`src/rtl/eq_pkg.sv`:
```
// Shared equalizer definitions: band/gain geometry, the gain-report frame
// layout and the transmitter FSM encoding.
package eq_pkg;

  localparam int NUM_BANDS   = 3;
  localparam int GAIN_W      = 8;
  localparam int FRAME_BYTES = 5;
  localparam logic [7:0] SYNC_BYTE = 8'hA5;

  typedef enum logic [1:0] {
    TX_IDLE  = 2'd0,
    TX_START = 2'd1,
    TX_DATA  = 2'd2,
    TX_STOP  = 2'd3
  } tx_state_t;

  // Modulo-256 sum of the three band gains; the sync byte is not included.
  function automatic logic [GAIN_W-1:0] gain_checksum(
    input logic [GAIN_W-1:0] g0,
    input logic [GAIN_W-1:0] g1,
    input logic [GAIN_W-1:0] g2
  );
    return g0 + g1 + g2;
  endfunction

endpackage

```
`src/rtl/uart_tx_byte.sv`:
```
// 8N1 single-byte serialiser, LSB first, one bit per OVERSAMPLE baud_on ticks.
// Bytes can be chained back-to-back by asserting start as the stop bit ends.
module uart_tx_byte
  import eq_pkg::*;
#(
  parameter int OVERSAMPLE = 16
) (
  input  logic       clk,
  input  logic       reset,
  input  logic       baud_on,
  input  logic       start,
  input  logic [7:0] data,
  output logic       tx,
  output logic       ready,
  output logic       byte_end,
  output logic [1:0] state
);

  localparam int CW = (OVERSAMPLE > 1) ? $clog2(OVERSAMPLE) : 1;
  localparam logic [CW-1:0] TICK_LAST = CW'(OVERSAMPLE - 1);

  localparam logic [1:0] S_IDLE  = TX_IDLE;
  localparam logic [1:0] S_START = TX_START;
  localparam logic [1:0] S_DATA  = TX_DATA;
  localparam logic [1:0] S_STOP  = TX_STOP;

  logic [CW-1:0] tick_cnt;
  logic [2:0]    bit_idx;
  logic [7:0]    shreg;
  logic          bit_end;

  // Handshake: start/data are taken when ready is high (idle) or in the cycle
  // byte_end is high (stop bit finishing); at any other time start is ignored.
  assign bit_end  = baud_on && (tick_cnt == TICK_LAST) && (state != S_IDLE);
  assign byte_end = bit_end && (state == S_STOP);
  assign ready    = (state == S_IDLE);

  always_ff @(posedge clk) begin
    if (reset) begin
      state    <= S_IDLE;
      tick_cnt <= '0;
      bit_idx  <= '0;
      shreg    <= '0;
      tx       <= 1'b1;
    end else begin
      if (state != S_IDLE && baud_on) begin
        tick_cnt <= bit_end ? '0 : tick_cnt + 1'b1;
      end
      case (state)
        S_IDLE: begin
          if (start) begin
            state    <= S_START;
            shreg    <= data;
            tick_cnt <= '0;
            tx       <= 1'b0;
          end
        end
        S_START: begin
          if (bit_end) begin
            state   <= S_DATA;
            bit_idx <= '0;
            tx      <= shreg[0];
            shreg   <= {1'b0, shreg[7:1]};
          end
        end
        S_DATA: begin
          if (bit_end) begin
            if (bit_idx == 3'd7) begin
              state <= S_STOP;
              tx    <= 1'b1;
            end else begin
              bit_idx <= bit_idx + 1'b1;
              tx      <= shreg[0];
              shreg   <= {1'b0, shreg[7:1]};
            end
          end
        end
        S_STOP: begin
          if (bit_end) begin
            if (start) begin
              state <= S_START;
              shreg <= data;
              tx    <= 1'b0;
            end else begin
              state <= S_IDLE;
              tx    <= 1'b1;
            end
          end
        end
        default: begin
          state <= S_IDLE;
          tx    <= 1'b1;
        end
      endcase
    end
  end

endmodule

```
`src/rtl/uart_gain_transmitter.sv`:
```
// Gain report transmitter: on report_req snapshots the three band gains and
// sends A5, gain[0], gain[1], gain[2], checksum as one gapless 8N1 frame.
module uart_gain_transmitter
  import eq_pkg::*;
#(
  parameter int OVERSAMPLE = 16
) (
  input  logic              clk,
  input  logic              reset,
  input  logic              baud_on,
  input  logic              report_req,
  input  logic [GAIN_W-1:0] gain [0:NUM_BANDS-1],
  output logic              tx,
  output logic              busy,
  output logic              done,
  output logic [1:0]        state
);

  localparam logic [2:0] LAST_BYTE = 3'(FRAME_BYTES - 1);

  logic [GAIN_W-1:0] snap [0:NUM_BANDS-1];
  logic [2:0]        byte_idx;
  logic              accept;
  logic              byte_start;
  logic              byte_end;
  logic              ready;
  logic [7:0]        next_byte;
  logic [7:0]        byte_data;

  // A request coinciding with done is dropped even though the serialiser is
  // already idle in that cycle.
  assign accept     = ready && report_req && !done;
  assign byte_start = accept || (byte_end && (byte_idx != LAST_BYTE));
  assign byte_data  = accept ? SYNC_BYTE : next_byte;

  // Byte that follows the one currently on the line.
  always_comb begin
    next_byte = SYNC_BYTE;
    case (byte_idx)
      3'd0:    next_byte = snap[0];
      3'd1:    next_byte = snap[1];
      3'd2:    next_byte = snap[2];
      3'd3:    next_byte = gain_checksum(snap[0], snap[1], snap[2]);
      default: next_byte = SYNC_BYTE;
    endcase
  end

  always_ff @(posedge clk) begin
    if (reset) begin
      for (int i = 0; i < NUM_BANDS; i++) snap[i] <= '0;
      byte_idx <= '0;
      busy     <= 1'b0;
      done     <= 1'b0;
    end else begin
      done <= byte_end && (byte_idx == LAST_BYTE);
      if (accept) begin
        for (int i = 0; i < NUM_BANDS; i++) snap[i] <= gain[i];
        byte_idx <= '0;
        busy     <= 1'b1;
      end else if (byte_end) begin
        if (byte_idx == LAST_BYTE) begin
          byte_idx <= '0;
          busy     <= 1'b0;
        end else begin
          byte_idx <= byte_idx + 1'b1;
        end
      end
    end
  end

  uart_tx_byte #(
    .OVERSAMPLE(OVERSAMPLE)
  ) u_tx_byte (
    .clk      (clk),
    .reset    (reset),
    .baud_on  (baud_on),
    .start    (byte_start),
    .data     (byte_data),
    .tx       (tx),
    .ready    (ready),
    .byte_end (byte_end),
    .state    (state)
  );

endmodule
```
`config.mk`:
```
export PLATFORM = sky130hd
export DESIGN_NAME = uart_gain_transmitter
export DESIGN_NICKNAME = d
export VERILOG_FILES = /design/src/rtl/eq_pkg.sv /design/src/rtl/uart_tx_byte.sv /design/src/rtl/uart_gain_transmitter.sv
export SDC_FILE = /design/constraint.sdc
export NUM_CORES = 1
export LEC_CHECK = 0
export BUFFER_PORTS_ARGS = -buffer_cell sky130_fd_sc_hd__buf_2
export CORE_UTILIZATION = 40
export CTS_CLUSTER_SIZE = 40
export DETAILED_ROUTE_END_ITERATION = 6
export PLACE_DENSITY_LB_ADDON = 0.2
export SLEW_MARGIN = 0
export SYNTH_ARGS = -nofsm -noshare
export SYNTH_HDL_FRONTEND = slang
export SYNTH_SLANG_ARGS = --single-unit
export TNS_END_PERCENT = 100
```
`constraint.sdc`:
```
create_clock -name clk -period 2.6 [get_ports clk]
set_input_delay 0.13 -clock clk [delete_from_list [all_inputs] [get_ports clk]]
set_output_delay 0.13 -clock clk [all_outputs]
set_load 0.005 [all_outputs]
```
# After elaboration in Yosys (flattened, before gate mapping)
# Memories as Yosys holds them, arrays and structs flattened.
# Cells that the tools add are included.
# classes
bitwise	3
add_sub_neg	5
n_reduce_logical	22
eq_ne	16
n_mux	42
# op_table
cell	count
8-bit 2-to-1 mux	9
8-bit one-hot mux with 4 select lines	2
8-bit adder	2
4-bit 2-to-1 mux	4
1-bit 2-to-1 mux	15
3-bit 2-to-1 mux	4
4-bit AND reduction	3
2-bit 2-to-1 mux	5
1-bit logical AND	8
2-bit by 1-bit != test with 1-bit output (second input constant)	4
2-bit one-hot mux with 4 select lines	1
2-bit nonzero test	4
3-bit by 1-bit adder with 3-bit output (second input constant)	2
3-bit by 2-bit == test with 1-bit output (second input constant)	2
3-bit == test (second input constant)	2
3-bit one-hot mux with 2 select lines	1
5-bit AND reduction	1
4-bit by 1-bit adder with 4-bit output (second input constant)	1
2-bit == test (second input constant)	2
4-bit == test (second input constant)	1
2-bit != test (second input constant)	2
1-bit one-hot mux with 4 select lines	1
3-bit by 1-bit == test with 1-bit output (second input constant)	1
3-bit logical NOT	1
other kinds (8)	10
# word_totals
in_bits	28
reg_bits	23
out_inout_bits	5
n_memories	1
ramBits	24
# mem_list
name	depth	width	rd	rd_ports_with_merged_regs	wr	line	rtl
snap	3	8	3	0	3	uart_gain_transmitter.sv:21	logic [GAIN_W-1:0] snap [0:NUM_BANDS-1];

# Depth between registers and ports, before layout
# depth
depth_word	9
depth_mapped	9

# Hierarchy
# A second synthesis with hierarchy kept.
# unflattened
cells_unflattened	263
area_unflattened_um2	2837.7
# by_module_without_submodules
module	area_per_inst_um2	instances	seq_area_each_um2	cells_per_inst
uart_gain_transmitter	1790.5	1	820.8	154
uart_tx_byte	1047.3	1	360.3	109

# Worst setup path after synthesis
# OpenSTA, ideal clock, no wires.
# synth_timing
path_type	register to register
from	memory snap[0][1]
to	register u_tx_byte.shreg[5]
required_ns	2.529
path_stages_with_launch	10
n_path_buf	0
setup_time_ns	0.071
arrival_time_ns	2.199
path_slack_ns	0.330
path_cell_list	edfxtp_1 -> fa_1 -> ha_1 -> inv_1 -> fa_1 -> nor2b_1 -> o21ai_0 -> a211oi_1 -> o221ai_1 -> a21oi_1
# synth_lines
element	line	rtl
start, declared	uart_gain_transmitter.sv:21	
end signal, assigned	uart_tx_byte.sv:53	shreg <= data;
end signal, assigned	uart_tx_byte.sv:63	shreg <= {1'b0, shreg[7:1]};
end signal, assigned	uart_tx_byte.sv:74	shreg <= {1'b0, shreg[7:1]};
end, declared	uart_tx_byte.sv:29	logic [7:0] shreg;

==> results by group <==
STA
  – Post-Route Setup TNS: 0 ps
  – Final setup vio count: 0
  – Setup Skew: ~1.7 ps
  – Minimum clock period: between 2000 and 2500 ps
  – Slew Viols, Final: 0
  – Final hold violations: 0
  – Part of the cycle the worst path needs: 0.917
  – Fmax: about 420 MHz
  – Worst setup margin: roughly 220 ps
  – Worst-Margin Slew: about 720 ps
  – RSZ-0062 raised after global routing: false
  – Slew Limit Headroom: 0.518

Global route
  – Global-route wire length before repair: approximately 9.1 mm
  – Pin count of the biggest net entering global routing: 32
  – Total global-route track usage: 0.159
  – Global route overflow: 0
  – Initial antenna violation count: 0
  – Vias in the first global route: between 1500 and 2000

Routing
  – WL per Instance: about 14 um
  – Drt first pass iters: 4
  – Initial DRC Count: 130
  – Vias/cell: about 5.4
  – DRC errors left: 0
  – Vias: 1995
  – Number of routed nets with antenna violations: 0
  – Drt total wl: approximately 5.3 mm

Place
  – RePlAce Congestion: about 0.84
  – Pre-CTS setup slack: 177 ps
  – IO Port Bufs: 32
  – HPWL Detailed: approximately 3.9 mm

Power
  – VDD IR max: 0.347 mV
  – Leak: between 1 and 1.5 nW
  – Power density cells: just over 900 nW/um^2
  – Total power: 2.88 mW

Floorplanning
  – Num rows: 29
  – IO Count: 33
  – Die width: approximately 85 um
  – Die Span Y: about 85 um
  – Core Area: about 6500 um^2
  – Die area: ~7200 um^2
  – Initial Utilization: 0.423

Worst setup path
  – Worst reg2reg setup slack: 220 ps
  – Crit path DAT: 2620 ps
  – Cell chain of the critical path: fa_1 -> ha_1 -> inv_1 -> fa_2 -> nor2b_1 -> o21ai_0 -> a211oi_1 -> o221ai_1 -> a21oi_1
  – R2R cell count: 9
  – Worst Path Required: approximately 2800 ps
  – Setup CP Type: register to register
  – Startpoint class of the critical path: register
  – Slowest-stage cell, CP: fa_1
  – Worst-path fanout max: 2
  – Reg-to-reg endpoint: u_tx_byte.shreg[5]
  – Setup crit end kind: register
  – WP buf/inv: 1
  – Reg2Reg Launch Point: snap[0][1]
  – CP top delay family: adder cells
  – Max incr delay on CP: around 560 ps

Synthesis
  – Main synth FF type: edfxtp_1
  – Mapped Nets: 315
  – Syn avg cell area: 10.5 um^2
  – Top cells by area, synth: edfxtp_1, dfxtp_1, ha_1, fa_1, and2_1
  – Cell area after synthesis: roughly 2700 um^2
  – Mapped Cells: roughly 260
  – Distinct cells, synth: 50
  – Async set or reset register ratio after synthesis: 0
  – Seq/Total Area, Yosys: 0.430
  – Post-synth EDFFs: 24
  – Top-area cell type share of the netlist area: 0.262
  – Synth area leader: edfxtp_1
  – Ys Warns: 0
  – Post-synthesis register bit count: 47

Clock tree
  – CTS Buf Count: 5
  – Clk buf depth: 2
  – TritonCTS clock tree: done
  – Root buffer cell: clkbuf_8
  – Clock Latency Late Sink: 300 ps
  – H-tree depth: 2
  – Clock slew at reported path FFs: about 90 ps
  – # Post-CTS Setup Buffers: 0
  – Clock sinks: 47

Worst hold path
  – Worst hold path type: input pin to register
  – Hold Path Depth: 2
  – Worst min-delay path startpoint: gain[0]
  – WHS Endpoint: snap[0][16]

Cells and area
  – Ant diodes: 0
  – Share of cells above drive strength 1: 0.175
  – Synthesis-to-layout area growth: 12.3%
  – Commonest non-fill, non-tap cell in the layout: buf_2
  – Most frequent cells in the layout: buf_2, and2_1, edfxtp_1, nor2_1, dfxtp_1
  – Util after Layout: 0.475
  – Final nets: 345

Run
  – Max-Cap Viols: 0

Outcome
  – Status: finished clean
## final cells by class
class | instances | area (um^2)
Tap cell | 77 | 96.3
Clock buffer | 5 | 68.8
Timing Repair Buffer | 34 | 175
Sequential cell | 47 | 1180
Inverter | 11 | 41.3
Clock inverter | 3 | 38.8
Multi-Input combinational cell | 192 | 1490
Fill cell | 604 | 3410
## per-stage QoR
step,area (um^2),std cells,hold slack (ps)
global route,3090,369,88.0
detailed placement,2970,361,410
CTS,3080,369,92.7
finish,3090,369,97.1
floorplan,2750,261,305
global placement,2970,361,407
## cells in the mapped netlist, types with 4 or more instances
library cell / number
o21ai_0: 7
nor2_1: 24
a21oi_1: 12
dfxtp_1: 23
a211oi_1: 4
mux2i_1: 6
a222oi_1: 5
inv_1: 11
a22oi_1: 8
and2_1: 25
edfxtp_1: 24
nand2_1: 16
nor3_1: 6
clkbuf_1: 8
nand3_1: 4
xnor2_1: 4
ha_1: 18
fa_1: 8
## how the worst max path moves through the flow
| stage | start | endpoint | slack (ps) | depth (start not counted) |
|---|---|---|---|---|
| global placement | snap[0][1] | u_tx_byte.shreg[5] | 230 | 9 |
| floorplan | snap[0][1] | u_tx_byte.shreg[5] | 330 | 9 |
| global route | snap[0][1] | u_tx_byte.shreg[5] | 50 | 9 |
| detailed placement | snap[0][1] | u_tx_byte.shreg[5] | 180 | 9 |
| finish | snap[0][1] | u_tx_byte.shreg[5] | 220 | 9 |
| CTS | snap[0][1] | u_tx_byte.shreg[7] | 160 | 9 |
## metal layers
metal  track usage  wire (um)  up-vias
met3        0.0321        201        6
met4        0.0416         55        0
met5             0          0        -
met2         0.237       2270       39
li1              -          -     1017
met1         0.236       2730      933
## logic make-up after synthesis
| family | Yosys count | share of synthesized area |
|---|---|---|
| xor gates and xnor gates | 6 | 0.0191 |
| DFF | 47 | 0.430 |
| AOI/OAI and AO/OA | 58 | 0.165 |
| buffers and inverters | 22 | 0.0314 |
| muxes | 7 | 0.0260 |
| and+or+nand+nor | 95 | 0.189 |
| adders and majority gates | 26 | 0.140 |
## report_power, final
group | switching [mW] | internal [mW] | total (mW)
logic | 0.700 | 0.579 | 1.28
registers | 0.109 | 0.964 | 1.07
clock network | 0.251 | 0.281 | 0.532
total | 1.06 | 1.82 | 2.88
## timing repair
item,in CTS,in global routing
endpoints found under the setup margin,0,24
hold buffers,0,0
gates resized for setup,0,2
## registers in the layout, indices dropped and copies added (netlist names)
name,flops
snap,24
byte_idx,3
u_tx_byte.shreg,8
u_tx_byte.state,2
busy,1
u_tx_byte.bit_idx,3
u_tx_byte.tx,1
u_tx_byte.tick_cnt,4
done,1
## worst register-to-register path, stage by stage, from the launching register on
cell and delay [ps]:
edfxtp_1 430, fa_1 560, ha_1 170, inv_1 60, fa_2 340, nor2b_1 150, o21ai_0 90, a211oi_1 260
o221ai_1 130, a21oi_1 140
No activity file was read; power rests on OpenSTA's default activity.
